==> src/rtl/reg_file_mp_pkg.sv <==
// Shared definitions for the multi-port register file.
// Contents:
//   WIDTH_DEF / DEPTH_DEF / ADDR_W_DEF - default geometry of the lab register file
//   reg_addr_t                         - register address type at the default width
//   addr_valid()                       - true when an address names a real, writable register
package lab_pkg;

  localparam int WIDTH_DEF  = 9;
  localparam int DEPTH_DEF  = 4;
  localparam int ADDR_W_DEF = 2;

  typedef logic [ADDR_W_DEF-1:0] reg_addr_t;

  // An address is usable when it is below the populated depth and is not the
  // hardwired-zero register (when that option is enabled).
  function automatic logic addr_valid(input int addr, input int depth, input logic zero_reg);
    return (addr < depth) && !(zero_reg && (addr == 0));
  endfunction

endpackage

==> src/rtl/reg_file_mp_rd_port.sv <==
// One combinational read port of reg_file_mp.
// Ports:
//   rd_addr              - register to read
//   wr0_ok/addr/data     - write port 0, already qualified (enable && valid address)
//   wr1_ok/addr/data     - write port 1, already qualified, wins over port 0
//   mem_flat             - all storage words, register i at [i*WIDTH +: WIDTH]
//   pending              - current pending mask
//   rd_data / rd_ready   - read value and its validity
module reg_file_rd_port
  import lab_pkg::*;
#(
  parameter int WIDTH    = WIDTH_DEF,
  parameter int DEPTH    = DEPTH_DEF,
  parameter int ADDR_W   = ADDR_W_DEF,
  parameter int ZERO_REG = 0,
  parameter int BYPASS   = 1
) (
  input  logic [ADDR_W-1:0]      rd_addr,
  input  logic                   wr0_ok,
  input  logic [ADDR_W-1:0]      wr0_addr,
  input  logic [WIDTH-1:0]       wr0_data,
  input  logic                   wr1_ok,
  input  logic [ADDR_W-1:0]      wr1_addr,
  input  logic [WIDTH-1:0]       wr1_data,
  input  logic [DEPTH*WIDTH-1:0] mem_flat,
  input  logic [DEPTH-1:0]       pending,
  output logic [WIDTH-1:0]       rd_data,
  output logic                   rd_ready
);

  logic             rd_ok;
  logic [WIDTH-1:0] stored;
  logic             stored_pend;
  logic             hit0;
  logic             hit1;

  assign rd_ok = addr_valid(int'(rd_addr), DEPTH, ZERO_REG != 0);

  // Explicit decode loop keeps the index in range when DEPTH < 2**ADDR_W.
  always_comb begin
    stored      = '0;
    stored_pend = 1'b0;
    for (int i = 0; i < DEPTH; i++) begin
      if (rd_addr == ADDR_W'(i)) begin
        stored      = mem_flat[i*WIDTH +: WIDTH];
        stored_pend = pending[i];
      end
    end
  end

  assign hit1 = (BYPASS != 0) && wr1_ok && (wr1_addr == rd_addr);
  assign hit0 = (BYPASS != 0) && wr0_ok && (wr0_addr == rd_addr);

  // Forwarded data is always ready: the write in flight is the result the
  // reader was waiting for. Port 1 is checked first to match storage priority.
  always_comb begin
    rd_data  = stored;
    rd_ready = !stored_pend;
    if (!rd_ok) begin
      rd_data  = '0;
      rd_ready = 1'b1;
    end else if (hit1) begin
      rd_data  = wr1_data;
      rd_ready = 1'b1;
    end else if (hit0) begin
      rd_data  = wr0_data;
      rd_ready = 1'b1;
    end
  end

endmodule

==> src/rtl/reg_file_mp.sv <==
// Multi-port register file with pending scoreboard.
// Ports:
//   clk, rst                  - clock and synchronous active-high reset
//   wr0_* / wr1_*             - two write ports, wr1 wins on an address collision
//   rsv_en / rsv_addr         - mark a register pending (producer issued)
//   rd0_* / rd1_*             - combinational read ports with data and ready
//   pending                   - registered pending mask, bit i = register i reserved
module reg_file_mp
  import lab_pkg::*;
#(
  parameter int WIDTH    = WIDTH_DEF,
  parameter int DEPTH    = DEPTH_DEF,
  parameter int ADDR_W   = ADDR_W_DEF,
  parameter int ZERO_REG = 0,
  parameter int BYPASS   = 1
) (
  input  logic              clk,
  input  logic              rst,
  input  logic              wr0_en,
  input  logic [ADDR_W-1:0] wr0_addr,
  input  logic [WIDTH-1:0]  wr0_data,
  input  logic              wr1_en,
  input  logic [ADDR_W-1:0] wr1_addr,
  input  logic [WIDTH-1:0]  wr1_data,
  input  logic              rsv_en,
  input  logic [ADDR_W-1:0] rsv_addr,
  input  logic [ADDR_W-1:0] rd0_addr,
  output logic [WIDTH-1:0]  rd0_data,
  output logic              rd0_ready,
  input  logic [ADDR_W-1:0] rd1_addr,
  output logic [WIDTH-1:0]  rd1_data,
  output logic              rd1_ready,
  output logic [DEPTH-1:0]  pending
);

  logic                   wr0_ok;
  logic                   wr1_ok;
  logic                   rsv_ok;
  logic [DEPTH*WIDTH-1:0] mem_flat;

  assign wr0_ok = wr0_en && addr_valid(int'(wr0_addr), DEPTH, ZERO_REG != 0);
  assign wr1_ok = wr1_en && addr_valid(int'(wr1_addr), DEPTH, ZERO_REG != 0);
  assign rsv_ok = rsv_en && addr_valid(int'(rsv_addr), DEPTH, ZERO_REG != 0);

  genvar gi;
  generate
    for (gi = 0; gi < DEPTH; gi++) begin : g_reg
      logic [WIDTH-1:0] data_d;
      logic [WIDTH-1:0] data_q;
      logic             pend_d;
      logic             pend_q;
      logic             hit0;
      logic             hit1;
      logic             hit_rsv;

      assign hit0    = wr0_ok && (wr0_addr == ADDR_W'(gi));
      assign hit1    = wr1_ok && (wr1_addr == ADDR_W'(gi));
      assign hit_rsv = rsv_ok && (rsv_addr == ADDR_W'(gi));

      always_comb begin
        data_d = data_q;
        if (hit1) begin
          data_d = wr1_data;
        end else if (hit0) begin
          data_d = wr0_data;
        end
        // A write completes the old producer; a same-cycle reserve names a
        // new producer, so the set is applied last and wins.
        pend_d = pend_q;
        if (hit0 || hit1) begin
          pend_d = 1'b0;
        end
        if (hit_rsv) begin
          pend_d = 1'b1;
        end
      end

      always_ff @(posedge clk) begin
        if (rst) begin
          data_q <= '0;
          pend_q <= 1'b0;
        end else begin
          data_q <= data_d;
          pend_q <= pend_d;
        end
      end

      assign mem_flat[gi*WIDTH +: WIDTH] = data_q;
      assign pending[gi]                 = pend_q;
    end
  endgenerate

  reg_file_rd_port #(
    .WIDTH(WIDTH), .DEPTH(DEPTH), .ADDR_W(ADDR_W), .ZERO_REG(ZERO_REG), .BYPASS(BYPASS)
  ) u_rd0 (
    .rd_addr  (rd0_addr),
    .wr0_ok   (wr0_ok),
    .wr0_addr (wr0_addr),
    .wr0_data (wr0_data),
    .wr1_ok   (wr1_ok),
    .wr1_addr (wr1_addr),
    .wr1_data (wr1_data),
    .mem_flat (mem_flat),
    .pending  (pending),
    .rd_data  (rd0_data),
    .rd_ready (rd0_ready)
  );

  reg_file_rd_port #(
    .WIDTH(WIDTH), .DEPTH(DEPTH), .ADDR_W(ADDR_W), .ZERO_REG(ZERO_REG), .BYPASS(BYPASS)
  ) u_rd1 (
    .rd_addr  (rd1_addr),
    .wr0_ok   (wr0_ok),
    .wr0_addr (wr0_addr),
    .wr0_data (wr0_data),
    .wr1_ok   (wr1_ok),
    .wr1_addr (wr1_addr),
    .wr1_data (wr1_data),
    .mem_flat (mem_flat),
    .pending  (pending),
    .rd_data  (rd1_data),
    .rd_ready (rd1_ready)
  );

endmodule

==> config.mk <==
export PLATFORM = sky130hd
export DESIGN_NAME = reg_file_mp
export DESIGN_NICKNAME = d
export VERILOG_FILES = /design/src/rtl/reg_file_mp_pkg.sv /design/src/rtl/reg_file_mp_rd_port.sv /design/src/rtl/reg_file_mp.sv
export SDC_FILE = /design/constraint.sdc
export NUM_CORES = 1
export LEC_CHECK = 0
export ABC_CLOCK_PERIOD_IN_PS = 1500
export BUFFER_PORTS_ARGS = -buffer_cell sky130_fd_sc_hd__buf_2
export CAP_MARGIN = 20
export CORE_MARGIN = 10
export CORE_UTILIZATION = 39
export DETAILED_ROUTE_END_ITERATION = 16
export GPL_TIMING_DRIVEN = 0
export HOLD_SLACK_MARGIN = 0.1
export SKIP_CTS_REPAIR_TIMING = 1
export SYNTH_ARGS = -nofsm -noshare
export SYNTH_HDL_FRONTEND = slang
export SYNTH_SLANG_ARGS = --single-unit
==> constraint.sdc <==
create_clock -name clk -period 1.5 [get_ports clk]
set_clock_uncertainty 0.05 [all_clocks]
set_input_delay 0.075 -clock clk [delete_from_list [all_inputs] [get_ports clk]]
set_output_delay 0.075 -clock clk [all_outputs]
set_load 0.01 [all_outputs]
# Word level (Yosys, flattened, before mapping)
# Cells that the tools add are included.
word_totals:
  regBits: 40
  input_bits: 33
  out_inout_bits: 24
  word_cells: 102
op_classes:
  eq_ne: 19
  n_mux: 40
  n_reduce_logical: 35
op_table:
  columns: ["cell", "count"]
  rows:
  - ["2-to-1 mux 9 bit", 20]
  - ["equality test 2 bit (second input constant)", 10]
  - ["2-to-1 mux 1 bit", 20]
  - ["logical AND 1 bit", 16]
  - ["nonzero test 2 bit", 8]
  - ["equality test 2 x 1 -> 1 bit (second input constant)", 5]
  - ["zero test 2 bit", 5]
  - ["equality test 2 bit", 4]
  - ["logical OR 1 bit", 4]
  - ["zero test 1 bit", 2]

# Depth between registers and ports, before layout
# Gate-level depths: netlist of run 1.
logic_depth:
  ltp_word: 8
  depth_mapped: 6
  mapped_depth_nobuf: 3

# By module
# From an unflattened synthesis of run 1, not the netlist that was laid out.
unflattened:
  hier_cells: 327
  hier_area_um2: 3039.2
modules_own_cells:
  columns: ["mod", "n_inst", "cells_each", "area_per_inst_um2", "seq_area_each_um2"]
  rows:
  - ["reg_file_mp", 1, 205, 1823.0, 800.8]
  - ["reg_file_rd_port", 2, 61, 608.1, 0.0]

# Worst setup path after synthesis of run 1
# No wires, ideal clock.
synth_timing:
  kind: "in2out"
  start: "in wr1_addr[0]"
  end: "out rd1_data[4]"
  arrival_ps: 1185
  required_time_ps: 1375
  path_slack_ps: 190
  path_stages: 5
  path_buffers: 2
  cell_sequence: "buf_2 > xor2_2 > or3_1 > buf_2 > a31oi_1"
synth_via:
  elab_chain_cells: 3
synth_lines:
  columns: ["item", "line", "source"]
  rows:
  - ["from (decl)", "reg_file_mp.sv:23", "input logic [ADDR_W-1:0] wr1_addr,"]
  - ["equality test 2 bit", "reg_file_mp_rd_port.sv:51", "assign hit1 = (BYPASS != 0) && wr1_ok && (wr1_addr == rd_addr);"]
  - ["logical AND 1 bit", "reg_file_mp_rd_port.sv:51", null]
  - ["2-to-1 mux 9 bit", "reg_file_mp_rd_port.sv:62", "end else if (hit1) begin"]
  - ["to (decl)", "reg_file_mp.sv:31", "output logic [WIDTH-1:0] rd1_data,"]
# No other way between the ends.

# Final worst setup path of run 1
layout_timing:
  start: "in wr1_addr[0]"
  end: "out rd1_ready"
layout_via:
  elab_chain_cells: 3
layout_lines:
  columns: ["item", "line", "source"]
  rows:
  - ["equality test 2 bit", "reg_file_mp_rd_port.sv:51", null]
  - ["logical AND 1 bit", "reg_file_mp_rd_port.sv:51", null]
  - ["2-to-1 mux 1 bit", "reg_file_mp_rd_port.sv:62", null]
  - ["to (decl)", "reg_file_mp.sv:32", "output logic rd1_ready,"]
# No other way between the ends.

==> results of run 1 <==
==> kinds of logic (layout without fill, tap and decap cells) <==
kind of cell           after synthesis  after routing  share of synthesized area
AND/OR/NAND/NOR                     90             90                     0.1533
buffers and inverters               35            112                    0.06387
AO/OA/AOI/OAI                       78             78                     0.1956
XOR/XNOR                            12             12                    0.06227
flip-flops                          40             40                     0.2555
multiplexers                        56             56                     0.2695
==> power groups by stage <==
stage	registers [mW]	clock network [mW]	logic (mW)
after global routing	1.21	0.820	1.12
after global placement	1.20	0	0.928
final	1.20	0.761	1.06
after detailed placement	1.21	0	0.936
after floorplan	1.19	0	0.592
after CTS	1.19	0.765	0.940
==> flip-flops by register name, summed over array words and instances, names as in the netlist <==
register,count
g.pend_q,4
g.data_q,36
==> tightest hold or removal path: cells and delay by family <==
kind | cells | cell delay, ns
AND/OR/NAND/NOR | 1 | 0.13
buffers and inverters | 1 | 0.13
AO/OA/AOI/OAI | 1 | 0.05
==> per-layer routing <==
layer / up-vias / global-route usage
li1: 1409 / -
met1: 1538 / 0.2512
met2: 193 / 0.2934
met3: 31 / 0.04798
met4: 0 / 0.06784
met5: - / 0
==> final cells by class <==
type | instances | area [µm²] | area share
Buffer | 33 | 210.2 | 0.05330
Clock buffer | 5 | 68.82 | 0.01745
Clock inverter | 3 | 18.77 | 0.004759
Inverter | 2 | 7.507 | 0.001904
Multi-Input combinational cell | 236 | 2248 | 0.5701
Sequential cell | 40 | 827.0 | 0.2097
Tap cell | 102 | 127.6 | 0.03236
Timing Repair Buffer | 69 | 435.4 | 0.1104
==> final timing paths <==
| path | end | slack [ns] | depth (start not counted) |
|---|---|---|---|
| worst max-delay path | rd1_ready | -0.19 | 6 |
| worst min-delay path | g_reg[0].data_q[4] | 0.07 | 3 |
| worst max register to register | g_reg[2].data_q[4] | 0.64 | 2 |
| worst min register to register | g_reg[2].pend_q | 0.45 | 2 |
==> metrics by stage <==
| stage | instance area, µm² | TNS, ns | util |
|---|---|---|---|
| after global placement | 3517 | -3.207 | 0.4528 |
| after floorplan | 3134 | 0 | - |
| after global routing | 3944 | -3.159 | 0.5077 |
| final | 3944 | -2.637 | 0.5077 |
| after detailed placement | 3517 | -3.308 | 0.4528 |
| after CTS | 3605 | -2.895 | 0.4641 |
==> placed cells by master, fill, tap and decap left out, types with 15 or more instances in the layout <==
| cell | netlist | layout |
|---|---|---|
| nand4_1 | 18 | 18 |
| a211oi_1 | 27 | 27 |
| nor2_1 | 36 | 36 |
| dlygate4sd3_1 | 0 | 18 |
| buf_2 | 13 | 62 |
| a31oi_1 | 16 | 15 |
| nor4_1 | 18 | 18 |
| dfxtp_2 | 0 | 21 |
| dfxtp_1 | 40 | 19 |
| mux4_2 | 11 | 19 |
| mux2i_1 | 36 | 36 |
==> results.py, run 1 <==
metrics = {
    "routing": {
        "met3_length_mm": 1.252,
        "drt-pass1-iter-count": 5,
        "wl_per_cell_um": 24.46,
        "drt_iter0_drc": 413,
        "wirelength_met1_mm": 4.801,
        "num_vias": 3171,
        "vias_per_cell": 6.471,
        "top_layer_used": "met4",
        "route.met2.wl_mm": 5.578,
        "wirelength_mm": 11.99,
        "drc": 0,
        "drtAntennaViolNets": 0,
    },
    "critical_path": {
        "critical_path_class": "in -> out",
        "critPathMostFrequentCell": "buf_2",
        "crit_start": "wr1_addr[0]",
        "rr_startpoint": "g_reg[2].data_q[4]",
        "crit_path_max_fanout": 10,
        "critPathCaptureType": "primary output",
        "crit_arrival_ns": 1.57,
        "critPathTopFamily": "buffers and inverters",
        "crit_path_top_delay_cell": "xor2_2",
        "critical_path_buf_inv_count": 3,
        "critPathRequiredTime_ns": 1.37,
        "crit_chain": "buf_2, xor2_2, or3_1, buf_2, o311ai_1, buf_2",
        "critPathMaxStageDelay_ns": 0.50,
        "critPathLaunchType": "input port",
    },
    "synth": {
        "synth_edf_count": 0,
        "syn_nets": 344,
        "synth_area_leaders": "dfxtp_1, mux2i_1, mux4_2",
        "async_reset_ff_frac": 0,
        "synth_seq_cells": 40,
        "yosysUniqueCellTypes": 27,
        "yosysMostFrequentCell": "dfxtp_1",
        "synth_top_cell_by_area": "dfxtp_1",
        "ys.flop_type": "dfxtp_1",
        "synth.avg_cell_area_um2": 10.08,
        "synth.yosys.warnings": 0,
        "yosysSeqAreaShare": 0.2555,
        "synth_top_cell_area_share": 0.2555,
        "synth_commonest_cells": "dfxtp_1, mux2i_1, nor2_1",
        "synth.cell_area_um2": 3134,
        "synth_cells": 311,
    },
    "pwr": {
        "intPower_mw": 1.908,
        "leakage_nw": 1.542,
        "pwr-share-seq": 0.396,
        "powerDensity_nw_per_um2": 765.7,
        "power_switching_mw": 1.112,
        "swShare": 0.3682,
        "finalPower_mw": 3.020,
        "power_frac_comb": 0.352,
        "clockPowerShare": 0.252,
        "ir_drop_mv": 0.3012,
    },
    "cells_and_area": {
        "drive_gt1_frac": 0.4072,
        "area_growth_pct": 25.83,
        "nets": 420,
        "diodes": 0,
        "stdcell_count": 490,
        "fillers": 741,
    },
    "cts": {
        "clk_pin_slew_worst_paths_ns": 0.09,
        "numCtsBuffers": 5,
        "cts_sinks": 40,
        "clock_latency_ns": 0.31,
        "clock_path_buffers": 2,
        "cts_tree": "yes",
        "cts_max_level": 2,
        "cts_root_buffer": "clkbuf_8",
    },
    "sta": {
        "fin_crit_sh": 1.129,
        "fin_hold_ws_ns": 0.07027,
        "hold_viol": 0,
        "slew_violations": 0,
        "fmax_mhz": 590.4,
        "setup_viol": 20,
        "grt_setup_unrepaired": "true",
        "tightest_slew_ns": 0.8158,
        "relSlewSlack": 0.4562,
        "fin_crit_ns": 1.694,
        "setup_ws_ns": -0.1936,
    },
    "die": {
        "fp.dieH_um": 109.6,
        "die_w_um": 109.6,
        "fp.coreArea_um2": 7767,
        "dieArea_um2": 12020,
        "io_pins": 57,
        "initial_core_util": 0.4035,
        "fp-row-count": 32,
    },
    "placed_design": {
        "place.detailed.hpwl_mm": 7.902,
        "dpl.cell_count": 464,
        "place_ws_ns": -0.1813,
        "port_buffers": 51,
        "place_congestion": 0.8836,
    },
    "grt": {
        "grt_pass1_wl_mm": 17.25,
        "grt_pass1_vias": 2999,
        "grt_max_degree": 14,
        "grt.overflow.total": 0,
        "antenna_found_initial": 0,
        "grt_usage": 0.1899,
    },
    "run_status": {
        "violations": "setup timing",
        "status": "finished with violations",
    },
    "min_path": {
        "hold_path.class": "in -> reg",
        "hp-start": "wr1_data[4]",
    },
    "flow_run": {
        "drv_cap": 0,
    },
}
No activity file was read; power rests on OpenSTA's default activity.
==> run 2: changes to the inputs <==
--- a/config.mk
+++ b/config.mk
@@ -7,7 +7,7 @@
 export LEC_CHECK = 0
 export ABC_CLOCK_PERIOD_IN_PS = 1500
 export BUFFER_PORTS_ARGS = -buffer_cell sky130_fd_sc_hd__buf_2
-export CAP_MARGIN = 20
+export CAP_MARGIN = 10
 export CORE_MARGIN = 10
 export CORE_UTILIZATION = 39
 export DETAILED_ROUTE_END_ITERATION = 16
@@ -16,4 +16,5 @@
 export SKIP_CTS_REPAIR_TIMING = 1
 export SYNTH_ARGS = -nofsm -noshare
 export SYNTH_HDL_FRONTEND = slang
+export SYNTH_HIERARCHICAL = 1
 export SYNTH_SLANG_ARGS = --single-unit
==> run 2 against run 1 <==
  * The flow still finishes with violations (setup timing)
  * First-iteration DRC count increased by 8.2%
  * Sequential power about the same
  * Combinational power about the same
  * Area after synthesis decreased by 3.0%
  * Sequential cell count unchanged
  * Via count increased by 4.4%
  * Setup slack improved by 0.064 ns
  * Routed wire length increased by 3.9%
  * Count of clock-buffer cells in the layout increased by 1
  * Non-clock buffer count increased by 6
  * Global-route usage increased by 1.5 points
  * Critical path type is now reg -> out
==> results.py, run 2 <==
metrics = {
    "run_status": {
        "status": "finished with violations",
        "violations": "setup timing",
    },
    "routing": {
        "drt_iter0_drc": 447,
        "vias_per_cell": 6.376,
        "wirelength_mm": 12.45,
        "wl_per_cell_um": 24.00,
        "num_vias": 3309,
        "drtAntennaViolNets": 0,
        "drc": 0,
        "drt-pass1-iter-count": 7,
    },
    "sta": {
        "slew_violations": 0,
        "setup_viol": 21,
        "relSlewSlack": 0.4069,
        "hold_viol": 0,
        "fin_crit_ns": 1.629,
        "setup_ws_ns": -0.1292,
        "fin_hold_ws_ns": 0.06631,
        "tightest_slew_ns": 0.8857,
        "fmax_mhz": 613.8,
        "grt_setup_unrepaired": "true",
        "fin_crit_sh": 1.086,
    },
    "cts": {
        "cts_tree": "yes",
        "cts_max_level": 2,
        "numCtsBuffers": 5,
        "cts_sinks": 40,
        "clock_path_buffers": 2,
        "cts_root_buffer": "clkbuf_8",
        "clk_pin_slew_worst_paths_ns": 0.09,
        "clock_latency_ns": 0.29,
    },
    "flow_run": {
        "drv_cap": 0,
    },
    "cells_and_area": {
        "final_util": 0.5190,
        "final_cell_mix": "buf_2, nand2_1, nor2_1",
        "fillers": 739,
        "regArea_um2": 828.3,
        "largest_reg_flops": 36,
        "reg.largest.list": "g.data_q x36, g.pend_q x4",
        "nets": 449,
        "area_growth_pct": 30.59,
        "mostFrequentLayoutCell": "buf_2",
        "diodes": 0,
        "stdcell_count": 519,
        "drive_gt1_frac": 0.3885,
        "finish.instance_area_um2": 3969,
        "top_register": "g.data_q",
        "multiInputGateArea_um2": 2176,
    },
    "die": {
        "die_w_um": 108.3,
        "fp-row-count": 32,
        "fp.dieH_um": 108.3,
        "initial_core_util": 0.3974,
        "fp.coreArea_um2": 7647,
        "io_pins": 57,
        "dieArea_um2": 11720,
    },
    "placed_design": {
        "dpl.cell_count": 483,
        "place.detailed.hpwl_mm": 8.102,
        "dpl_cell_area_um2": 3437,
        "port_buffers": 54,
        "place_congestion": 0.8939,
    },
    "pwr": {
        "pwr-share-seq": 0.393,
        "power_switching_mw": 1.091,
        "powerDensity_nw_per_um2": 764.2,
        "power_frac_comb": 0.348,
        "finalPower_mw": 3.033,
        "ir_drop_mv": 0.2820,
        "leakage_nw": 1.518,
        "intPower_mw": 1.942,
        "clockPowerShare": 0.259,
        "swShare": 0.3597,
    },
    "synth": {
        "yosys.area_share.adder": 0,
        "syn_nets": 360,
        "synth_edf_count": 0,
        "muxShareOfSynthArea": 0.2075,
        "yosysSeqAreaShare": 0.2635,
        "async_reset_ff_frac": 0,
        "synth_commonest_cells": "dfxtp_1, nand2_1, nor2_1",
        "synth_cells": 327,
        "synth_seq_cells": 40,
        "synth_top_cell_by_area": "dfxtp_1",
        "yosysMostFrequentCell": "dfxtp_1",
        "yosysUniqueCellTypes": 36,
        "synthSimpleGateAreaFrac": 0.1898,
        "synth.avg_cell_area_um2": 9.294,
        "synth.cell_area_um2": 3039,
        "synth_xor_area_frac": 0.05434,
        "ys.flop_type": "dfxtp_1",
        "synth.yosys.warnings": 6,
        "synth_top_cell_area_share": 0.2635,
        "synth_compound_area_frac": 0.2219,
        "synth_area_leaders": "dfxtp_1, mux4_2, mux2i_1",
        "synth_top_family_by_area": "compound AO/OA/AOI/OAI gates",
    },
    "grt": {
        "grt_usage": 0.2049,
        "grt_pass1_vias": 3121,
        "grt.overflow.total": 0,
        "antenna_found_initial": 0,
        "grt_pass1_wl_mm": 18.35,
        "grt_max_degree": 13,
    },
    "critical_path": {
        "critical_path_class": "reg -> out",
        "critPathRequiredTime_ns": 1.37,
        "critPathCaptureType": "primary output",
        "crit_arrival_ns": 1.50,
        "critPathLaunchType": "flip-flop",
        "crit_path_max_fanout": 3,
    },
    "min_path": {
        "hold_path.class": "in -> reg",
    },
}
run 2: cell types whose count changed after synthesis, sizes merged, moves of 2 or more:
cell / before / now
mux2i: 36 / 18
nor2: 36 / 26
nand2: 0 / 36
clkbuf: 9 / 7
nand3b: 7 / 4
a211oi: 36 / 9
buf: 24 / 20
clkinv: 0 / 4
a21oi: 4 / 9
a311oi: 0 / 17
nand3: 6 / 3
o21ai: 0 / 12
nand4: 18 / 21
run 2: worst paths after layout:
| kind | startpoint | to | slack, ns | cells after the start |
|---|---|---|---|---|
| max | g_reg[2].data_q[4] | rd1_data[4] | -0.13 | 4 |
| min | wr1_data[6] | g_reg[3].data_q[6] | 0.07 | 3 |
| max reg2reg | g_reg[2].data_q[3] | g_reg[2].data_q[3] | 0.65 | 2 |
| min reg2reg | g_reg[3].data_q[6] | g_reg[3].data_q[6] | 0.44 | 2 |
run 2: worst max-delay path, stage by stage, from the launching register on:
cell     delay [ns]
dfxtp_2        0.34
mux4_2         0.50
o31ai_4        0.08
a31oi_2        0.13
buf_2          0.16
run 2: cell type report:
cell class,count,area share
clock inverter,2,0.002522
buffer,27,0.04288
timing repair inverter,1,0.001892
multi-input combinational,253,0.5482
timing repair buffer,81,0.1324
inverter,7,0.01040
sequential,40,0.2087
clock buffer,6,0.02081
tap,102,0.03216
run 2: routing by layer:
| metal | share of wire | vias up | track usage | wire length (µm) |
|---|---|---|---|---|
| li1 | - | 1491 | - | - |
| met1 | 0.40 | 1614 | 0.2654 | 5015 |
| met2 | 0.47 | 175 | 0.3190 | 5795 |
| met3 | 0.094 | 29 | 0.03986 | 1173 |
| met4 | 0.038 | 0 | 0.1017 | 469 |
| met5 | 0 | - | 0 | 0 |
run 2: cells by family after synthesis:
| logic type | Yosys count |
|---|---|
| compound gates | 88 |
| simple gates | 115 |
| xor+xnor | 12 |
| flops | 40 |
| mux | 38 |
| buf+inv | 34 |
run 2: per-stage QoR:
step                      setup WS (ns)  setup TNS, ns
final                           -0.1292         -1.875
after global routing            -0.1965         -2.793
after CTS                       -0.3425         -5.958
after detailed placement        -0.3406         -11.25
after global placement          -0.3267         -10.22
after floorplan                  0.2178              0
run 2: power groups by stage:
stage          Combinational [mW]  Clock [mW]  Sequential, mW
6_report                     1.06       0.784            1.19
3_3_place_gp                0.921           0            1.20
4_1_cts                     0.932       0.792            1.18
2_1_floorplan               0.565           0            1.19
5_1_grt                      1.12       0.834            1.20
3_5_place_dp                0.929           0            1.21
